===== src/rtl/poly_arith_pkg.sv =====
// Shared types and constants for the ML-KEM polynomial arithmetic controllers.
package poly_arith_pkg;

    localparam int unsigned COEFF_W = 12;
    localparam int unsigned Q       = 3329;
    localparam int unsigned N_COEFF = 256;

    typedef logic [COEFF_W-1:0] coeff_t;

    typedef enum logic [1:0] {
        ST_IDLE,
        ST_RUN,
        ST_DRAIN,
        ST_DONE
    } ctrl_state_e;

endpackage


===== src/rtl/poly_addsub_ctrl_if.sv =====
// Handshake and memory-port bundle between the add/sub sequencer and its environment.
interface poly_addsub_ctrl_if
    import poly_arith_pkg::*;
#(
    parameter int unsigned ADDR_W = 8
);

    logic              start_i;
    logic              op_sub_i;
    logic              hold_i;
    logic              busy_o;
    logic              done_o;
    logic              rd_en_o;
    logic [ADDR_W-1:0] rd_addr_o;
    coeff_t            a_data_i;
    coeff_t            b_data_i;
    logic              wr_en_o;
    logic [ADDR_W-1:0] wr_addr_o;
    coeff_t            wr_data_o;

    modport master (
        input  start_i, op_sub_i, hold_i, a_data_i, b_data_i,
        output busy_o, done_o, rd_en_o, rd_addr_o, wr_en_o, wr_addr_o, wr_data_o
    );

    modport slave (
        output start_i, op_sub_i, hold_i, a_data_i, b_data_i,
        input  busy_o, done_o, rd_en_o, rd_addr_o, wr_en_o, wr_addr_o, wr_data_o
    );

endinterface


===== src/rtl/mod_add.sv =====
// Combinational modular adder: sum = (a + b) mod Q for a, b < Q.
module mod_add
    import poly_arith_pkg::*;
(
    input  coeff_t a_i,
    input  coeff_t b_i,
    output coeff_t sum_c
);

    localparam int unsigned SUM_W = COEFF_W + 1;

    logic [SUM_W-1:0] raw;
    logic [SUM_W-1:0] red;

    always_comb begin
        raw   = SUM_W'(a_i) + SUM_W'(b_i);
        red   = (raw >= SUM_W'(Q)) ? (raw - SUM_W'(Q)) : raw;
        sum_c = COEFF_W'(red);
    end

endmodule


===== src/rtl/poly_addsub_ctrl.sv =====
// Streams one polynomial pair through mod_add: c[k] = a[k] +/- b[k] mod Q.
// Two-stage pipeline (memory read latency, registered result) with arbiter hold.
module poly_addsub_ctrl
    import poly_arith_pkg::*;
#(
    parameter int unsigned N      = N_COEFF,
    parameter int unsigned ADDR_W = $clog2(N)
) (
    input  logic               clk,
    input  logic               rst,
    poly_addsub_ctrl_if.master bus
);

    localparam logic [ADDR_W-1:0] LAST_ADDR = ADDR_W'(N - 1);

    ctrl_state_e       state_q, state_d;
    logic              busy_q, busy_d;
    logic              done_q, done_d;
    logic              op_sub_q, op_sub_d;
    logic              rd_en_q, rd_en_d;
    logic [ADDR_W-1:0] rd_addr_q, rd_addr_d;
    logic              v1_q, v1_d;
    logic [ADDR_W-1:0] addr1_q, addr1_d;
    logic              wr_en_q, wr_en_d;
    logic [ADDR_W-1:0] wr_addr_q, wr_addr_d;
    coeff_t            wr_data_q, wr_data_d;

    logic              held;
    coeff_t            b_eff;
    coeff_t            sum;

    // Hold only matters while the pipeline is active.
    assign held = bus.hold_i && ((state_q == ST_RUN) || (state_q == ST_DRAIN));

    // Subtract as a + (Q - b); zero stays zero so the adder input is always < Q.
    always_comb begin
        b_eff = bus.b_data_i;
        if (op_sub_q) begin
            b_eff = (bus.b_data_i == '0) ? '0 : (coeff_t'(Q) - bus.b_data_i);
        end
    end

    mod_add u_mod_add (
        .a_i   (bus.a_data_i),
        .b_i   (b_eff),
        .sum_c (sum)
    );

    always_comb begin
        state_d   = state_q;
        op_sub_d  = op_sub_q;
        rd_en_d   = rd_en_q;
        rd_addr_d = rd_addr_q;
        v1_d      = v1_q;
        addr1_d   = addr1_q;
        wr_en_d   = 1'b0;
        wr_addr_d = wr_addr_q;
        wr_data_d = wr_data_q;

        unique case (state_q)
            ST_IDLE: begin
                if (bus.start_i) begin
                    state_d   = ST_RUN;
                    op_sub_d  = bus.op_sub_i;
                    rd_en_d   = 1'b1;
                    rd_addr_d = '0;
                end
            end
            ST_RUN: begin
                if (!held) begin
                    rd_addr_d = rd_addr_q + ADDR_W'(1);
                    if (rd_addr_q == LAST_ADDR) begin
                        rd_en_d = 1'b0;
                        state_d = ST_DRAIN;
                    end
                end
            end
            ST_DRAIN: begin
                if (!held && !v1_q) begin
                    state_d = ST_DONE;
                end
            end
            ST_DONE: begin
                state_d = ST_IDLE;
            end
            default: begin
                state_d = ST_IDLE;
            end
        endcase

        // A held cycle consumes nothing; the memories keep presenting the same data.
        if (!held) begin
            v1_d    = rd_en_q;
            addr1_d = rd_addr_q;
            wr_en_d = v1_q;
            if (v1_q) begin
                wr_addr_d = addr1_q;
                wr_data_d = sum;
            end
        end

        busy_d = (state_d != ST_IDLE);
        done_d = (state_d == ST_DONE);
    end

    always_ff @(posedge clk or posedge rst) begin
        if (rst) begin
            state_q   <= ST_IDLE;
            busy_q    <= 1'b0;
            done_q    <= 1'b0;
            op_sub_q  <= 1'b0;
            rd_en_q   <= 1'b0;
            rd_addr_q <= '0;
            v1_q      <= 1'b0;
            addr1_q   <= '0;
            wr_en_q   <= 1'b0;
            wr_addr_q <= '0;
            wr_data_q <= '0;
        end else begin
            state_q   <= state_d;
            busy_q    <= busy_d;
            done_q    <= done_d;
            op_sub_q  <= op_sub_d;
            rd_en_q   <= rd_en_d;
            rd_addr_q <= rd_addr_d;
            v1_q      <= v1_d;
            addr1_q   <= addr1_d;
            wr_en_q   <= wr_en_d;
            wr_addr_q <= wr_addr_d;
            wr_data_q <= wr_data_d;
        end
    end

    assign bus.busy_o    = busy_q;
    assign bus.done_o    = done_q;
    // Read strobe is gated by hold in the same cycle so a held cycle never advances the memories.
    assign bus.rd_en_o   = rd_en_q && !bus.hold_i;
    assign bus.rd_addr_o = rd_addr_q;
    assign bus.wr_en_o   = wr_en_q;
    assign bus.wr_addr_o = wr_addr_q;
    assign bus.wr_data_o = wr_data_q;

endmodule


===== src/flat_wrapper.sv =====
// flat-port wrapper written by rule: the top's interface ports become plain ports
module poly_addsub_ctrl_flat import poly_arith_pkg::*;
#(
    parameter int unsigned N      = N_COEFF,
    parameter int unsigned ADDR_W = $clog2(N)
)
  (clk, rst, bus_start_i, bus_op_sub_i, bus_hold_i, bus_a_data_i, bus_b_data_i, bus_busy_o, bus_done_o, bus_rd_en_o, bus_rd_addr_o, bus_wr_en_o, bus_wr_addr_o, bus_wr_data_o);
  poly_addsub_ctrl_if #(.ADDR_W(ADDR_W)) bus_i ();
  input  logic clk;
  input  logic rst;
  input wire logic [$bits(bus_i.start_i)-1:0] bus_start_i;
  input wire logic [$bits(bus_i.op_sub_i)-1:0] bus_op_sub_i;
  input wire logic [$bits(bus_i.hold_i)-1:0] bus_hold_i;
  input wire logic [$bits(bus_i.a_data_i)-1:0] bus_a_data_i;
  input wire logic [$bits(bus_i.b_data_i)-1:0] bus_b_data_i;
  output wire logic [$bits(bus_i.busy_o)-1:0] bus_busy_o;
  output wire logic [$bits(bus_i.done_o)-1:0] bus_done_o;
  output wire logic [$bits(bus_i.rd_en_o)-1:0] bus_rd_en_o;
  output wire logic [$bits(bus_i.rd_addr_o)-1:0] bus_rd_addr_o;
  output wire logic [$bits(bus_i.wr_en_o)-1:0] bus_wr_en_o;
  output wire logic [$bits(bus_i.wr_addr_o)-1:0] bus_wr_addr_o;
  output wire logic [$bits(bus_i.wr_data_o)-1:0] bus_wr_data_o;
  assign bus_i.start_i = bus_start_i;
  assign bus_i.op_sub_i = bus_op_sub_i;
  assign bus_i.hold_i = bus_hold_i;
  assign bus_i.a_data_i = bus_a_data_i;
  assign bus_i.b_data_i = bus_b_data_i;
  assign bus_busy_o = bus_i.busy_o;
  assign bus_done_o = bus_i.done_o;
  assign bus_rd_en_o = bus_i.rd_en_o;
  assign bus_rd_addr_o = bus_i.rd_addr_o;
  assign bus_wr_en_o = bus_i.wr_en_o;
  assign bus_wr_addr_o = bus_i.wr_addr_o;
  assign bus_wr_data_o = bus_i.wr_data_o;
  poly_addsub_ctrl #(.N(N), .ADDR_W(ADDR_W)) u_core (.clk(clk), .rst(rst), .bus(bus_i));
endmodule

===== config.mk =====
export PLATFORM = sky130hd
export DESIGN_NAME = poly_addsub_ctrl_flat
export DESIGN_NICKNAME = d
export VERILOG_FILES = /design/src/rtl/poly_arith_pkg.sv /design/src/rtl/poly_addsub_ctrl_if.sv /design/src/rtl/mod_add.sv /design/src/rtl/poly_addsub_ctrl.sv /design/src/flat_wrapper.sv
export SDC_FILE = /design/constraint.sdc
export NUM_CORES = 1
export LEC_CHECK = 0
export ABC_AREA = 1
export BUFFER_PORTS_ARGS = -buffer_cell sky130_fd_sc_hd__buf_4
export CORE_AREA = 2 2 87 89
export DETAILED_ROUTE_END_ITERATION = 8
export DIE_AREA = 0 0 89 91
export PLACE_DENSITY = 0.78
export SETUP_SLACK_MARGIN = 0.5
export SYNTH_ARGS = -nofsm -noshare
export SYNTH_HDL_FRONTEND = slang
export SYNTH_SLANG_ARGS = --single-unit

===== constraint.sdc =====
create_clock -name clk -period 4.2 [get_ports clk]
set_input_delay 0.21 -clock clk [delete_from_list [all_inputs] [get_ports clk]]
set_output_delay 0.21 -clock clk [all_outputs]
set_load 0.05 [all_outputs]

==> reports/metrics.yaml <==
ys.flop_type: "dfrtp_1"
drtAntennaViolNets: 0
synth-edff-count: 0
maxSlewHeadroom_pct: 40.0
synthTopCellsByArea: "dfrtp_1 (32%), nand2_1 (19%), inv_1 (9.3%), ha_1 (7.6%), nand3_1 (4.6%)"
met1_usage_pct: 27.4
n_antenna_cell: 0
cts_tree: "built"
worst_pin_slew_ps: 897
fin_setup_tns_ps: 0
finalClockSkew_ps: 3.15
portBuffers: 60
status: "finished, final reports clean"
routed_wl_mm: 7.93
grt_max_degree: 45
insertion_delay_ps: 300
ir_worst_vdd_v: 0.000383
path_buf_inv: 6
grt-ovfl-total: 0
placed_cell_area_um2: 4000
drive_gt1_share_pct: 16.8
rows: 31
synth_cells: 529
cts_buffers: 5
p_leak_nw: 2.34
routed_via_density: 4.91
final_area_um2: 4160
multi_input_area_um2: 2010
post-route-period-util_pct: 80.1
drt_iter0_drc: 144
yosysWarnings: 0
syn2layout_area_growth_pct: 20.1
dieWidth_um: 89
gp_congestion: 0.868
critPathMaxStageDelay_ps: 470
hold_ws_ps: 35.5
p_per_area_nw_per_um2: 798
finalPower_mw: 3.32
synth.distinct_cells: 35
critPathMostFrequentCell: "nand2_1"
synth_most_common_cell: "nand2_1"
synthTopCellsByCount: "nand2_1 (174), inv_1 (86), dfrtp_1 (44), nor2_1 (40), nand3_1 (32)"
maxCapViolCount: 0
ys_ff_latch: 44
post-place-cells: 680
start_kind: "flip-flop"
fmax_mhz: 297
die_area_um2: 8100
ios: 61
avgSynthCellArea_um2: 6.55
ctsRootBufferMaster: "clkbuf_8"
async_flop_share_pct: 100
coreArea_um2: 7140
yosys.area.top_type_share_pct: 31.8
stdcell_count: 688
vias: 3379
critPathMaxFanout: 13
drc: 0
antenna_found_initial: 0
seq_area_frac_synth_pct: 31.8
syn_nets: 580
grt_usage_pct: 20.3
busiest_layer: "met2"
synth_top_area_cell: "dfrtp_1"
grt_pass1_wl_mm: 13.4
slew_violations: 0
cp.arrival_ps: 3610
drtPass1Iterations: 4
cts_hold_buf: 0
grt_pass1_vias: 3103
syn_area_um2: 3460
cts_buffer_depth: 2
cts.sink_count: 44
hold_viol: 0
final_nets: 639
crit_type: "flip-flop to flip-flop"
wl_per_cell_um: 11.5
use_met3_pct: 3.00
grt_use_met2_pct: 34.2
die_y_um: 91
dp_hpwl_mm: 6.22
hold_class: "input port to async pin"
crit_slowest_cell: "dfrtp_1"
required_ps: 4450
regArea_um2: 1100
post-cts-setup-buffers: 0
end_kind: "flip-flop"
setup_viol: 0
clk_pin_slew_ps: 90
finalCriticalPeriod_ps: 3370
ctsHtreeMaxLevel: 2
initial_core_util_pct: 48.5
post_cts.resized_instances: 0
rsz0062_at_grt: "false"
critPathTopFamily: "simple AND/OR/NAND/NOR gates"
nFillCells: 738
-- worst paths after layout --
path	start	endpoint	slack (ps)	cells after the start
max	u_core.op_sub_q	u_core.bus.wr_data_o[11]	830	25
min	rst	u_core.op_sub_q	40	3
max reg2reg	u_core.op_sub_q	u_core.bus.wr_data_o[11]	830	25
min reg2reg	u_core.bus.wr_data_o[4]	u_core.bus.wr_data_o[4]	480	2
max in group asynchronous	rst	u_core.bus.rd_addr_o[0]	3770	3
min in group clk	bus_op_sub_i	u_core.op_sub_q	150	3
-- worst reg2reg max path: stages, from the launching register on --
cell	delay, ps
dfrtp_1	470
inv_2	160
nor2_1	90
inv_1	60
nor2_1	50
inv_1	120
nand3_1	90
inv_1	60
ha_1	200
inv_1	70
fa_1	380
inv_1	100
nand3_1	90
nand2_1	100
nand2_1	80
nand2_1	140
nand2_1	80
nand2_2	110
nand3_1	90
nor2_2	160
nand2_4	130
nand3_4	170
nand2_1	70
nand2_1	80
nand2_1	60
nand2_1	80
-- placed cells by master (no fill, tap or decap), types with 2 or more instances in the layout --
cell | Yosys | layout
a21oi_2 | 1 | 2
nand2_2 | 7 | 6
clkbuf_8 | 0 | 5
buf_4 | 1 | 62
inv_1 | 86 | 85
nor3_1 | 12 | 11
nand2_4 | 0 | 2
xor2_1 | 12 | 12
nand3_2 | 4 | 3
o21bai_1 | 2 | 2
inv_2 | 3 | 3
nand4_1 | 18 | 18
nand2_1 | 174 | 173
nor2_2 | 2 | 6
nor2_4 | 2 | 2
nand3_1 | 32 | 32
a21oi_1 | 15 | 14
ha_1 | 21 | 20
nor2_1 | 40 | 36
dfrtp_1 | 44 | 44
o21ai_0 | 31 | 31
-- layer usage --
layer  part of all wire, %  vias to the layer above
li1                      -                     1784
met1                    48                     1533
met2                    48                       56
met3                   2.9                        6
met4                  0.91                        0
met5                     0                        -
-- flip-flops by register name, indices dropped and copies added, names as in the netlist, 2 cells and up --
register              count
u_core.bus.wr_addr_o      8
u_core.addr1_q            8
u_core.bus.wr_data_o     12
u_core.state_q            2
u_core.bus.rd_addr_o      8
-- where the power goes --
| group | internal (mW) | switching (mW) | total [mW] | leakage, nW |
|---|---|---|---|---|
| registers | 0.612 | 0.122 | 0.733 | 0.544 |
| logic | 0.709 | 1.54 | 2.25 | 1.74 |
| clock network | 0.179 | 0.157 | 0.337 | 0.0548 |
| total | 1.50 | 1.82 | 3.32 | 2.34 |
-- per-stage QoR --
step	worst slack (ps)	utilization (%)
finish	835	58.3
global placement	477	56.1
floorplan	1130	-
detailed placement	355	56.1
CTS	595	57.7
global route	453	58.3
-- logic make-up after synthesis --
kind of cell,synth area share [%]
and+or+nand+nor,37.2
buffers and inverters,11.3
AOI/OAI and AO/OA,8.60
DFF,31.8
adders and majority gates,8.16
xor gates and xnor gates,3.03
-- area by class of cell --
class,instances,share of cell area [%]
Clock buffer,5,1.65
Multi-Input combinational cell,385,48.4
Sequential cell,44,26.5
Inverter,90,8.18
Clock inverter,3,1.11
Tap cell,99,2.98
Timing Repair Buffer,62,11.2
Power figures use the tool's default switching activity.
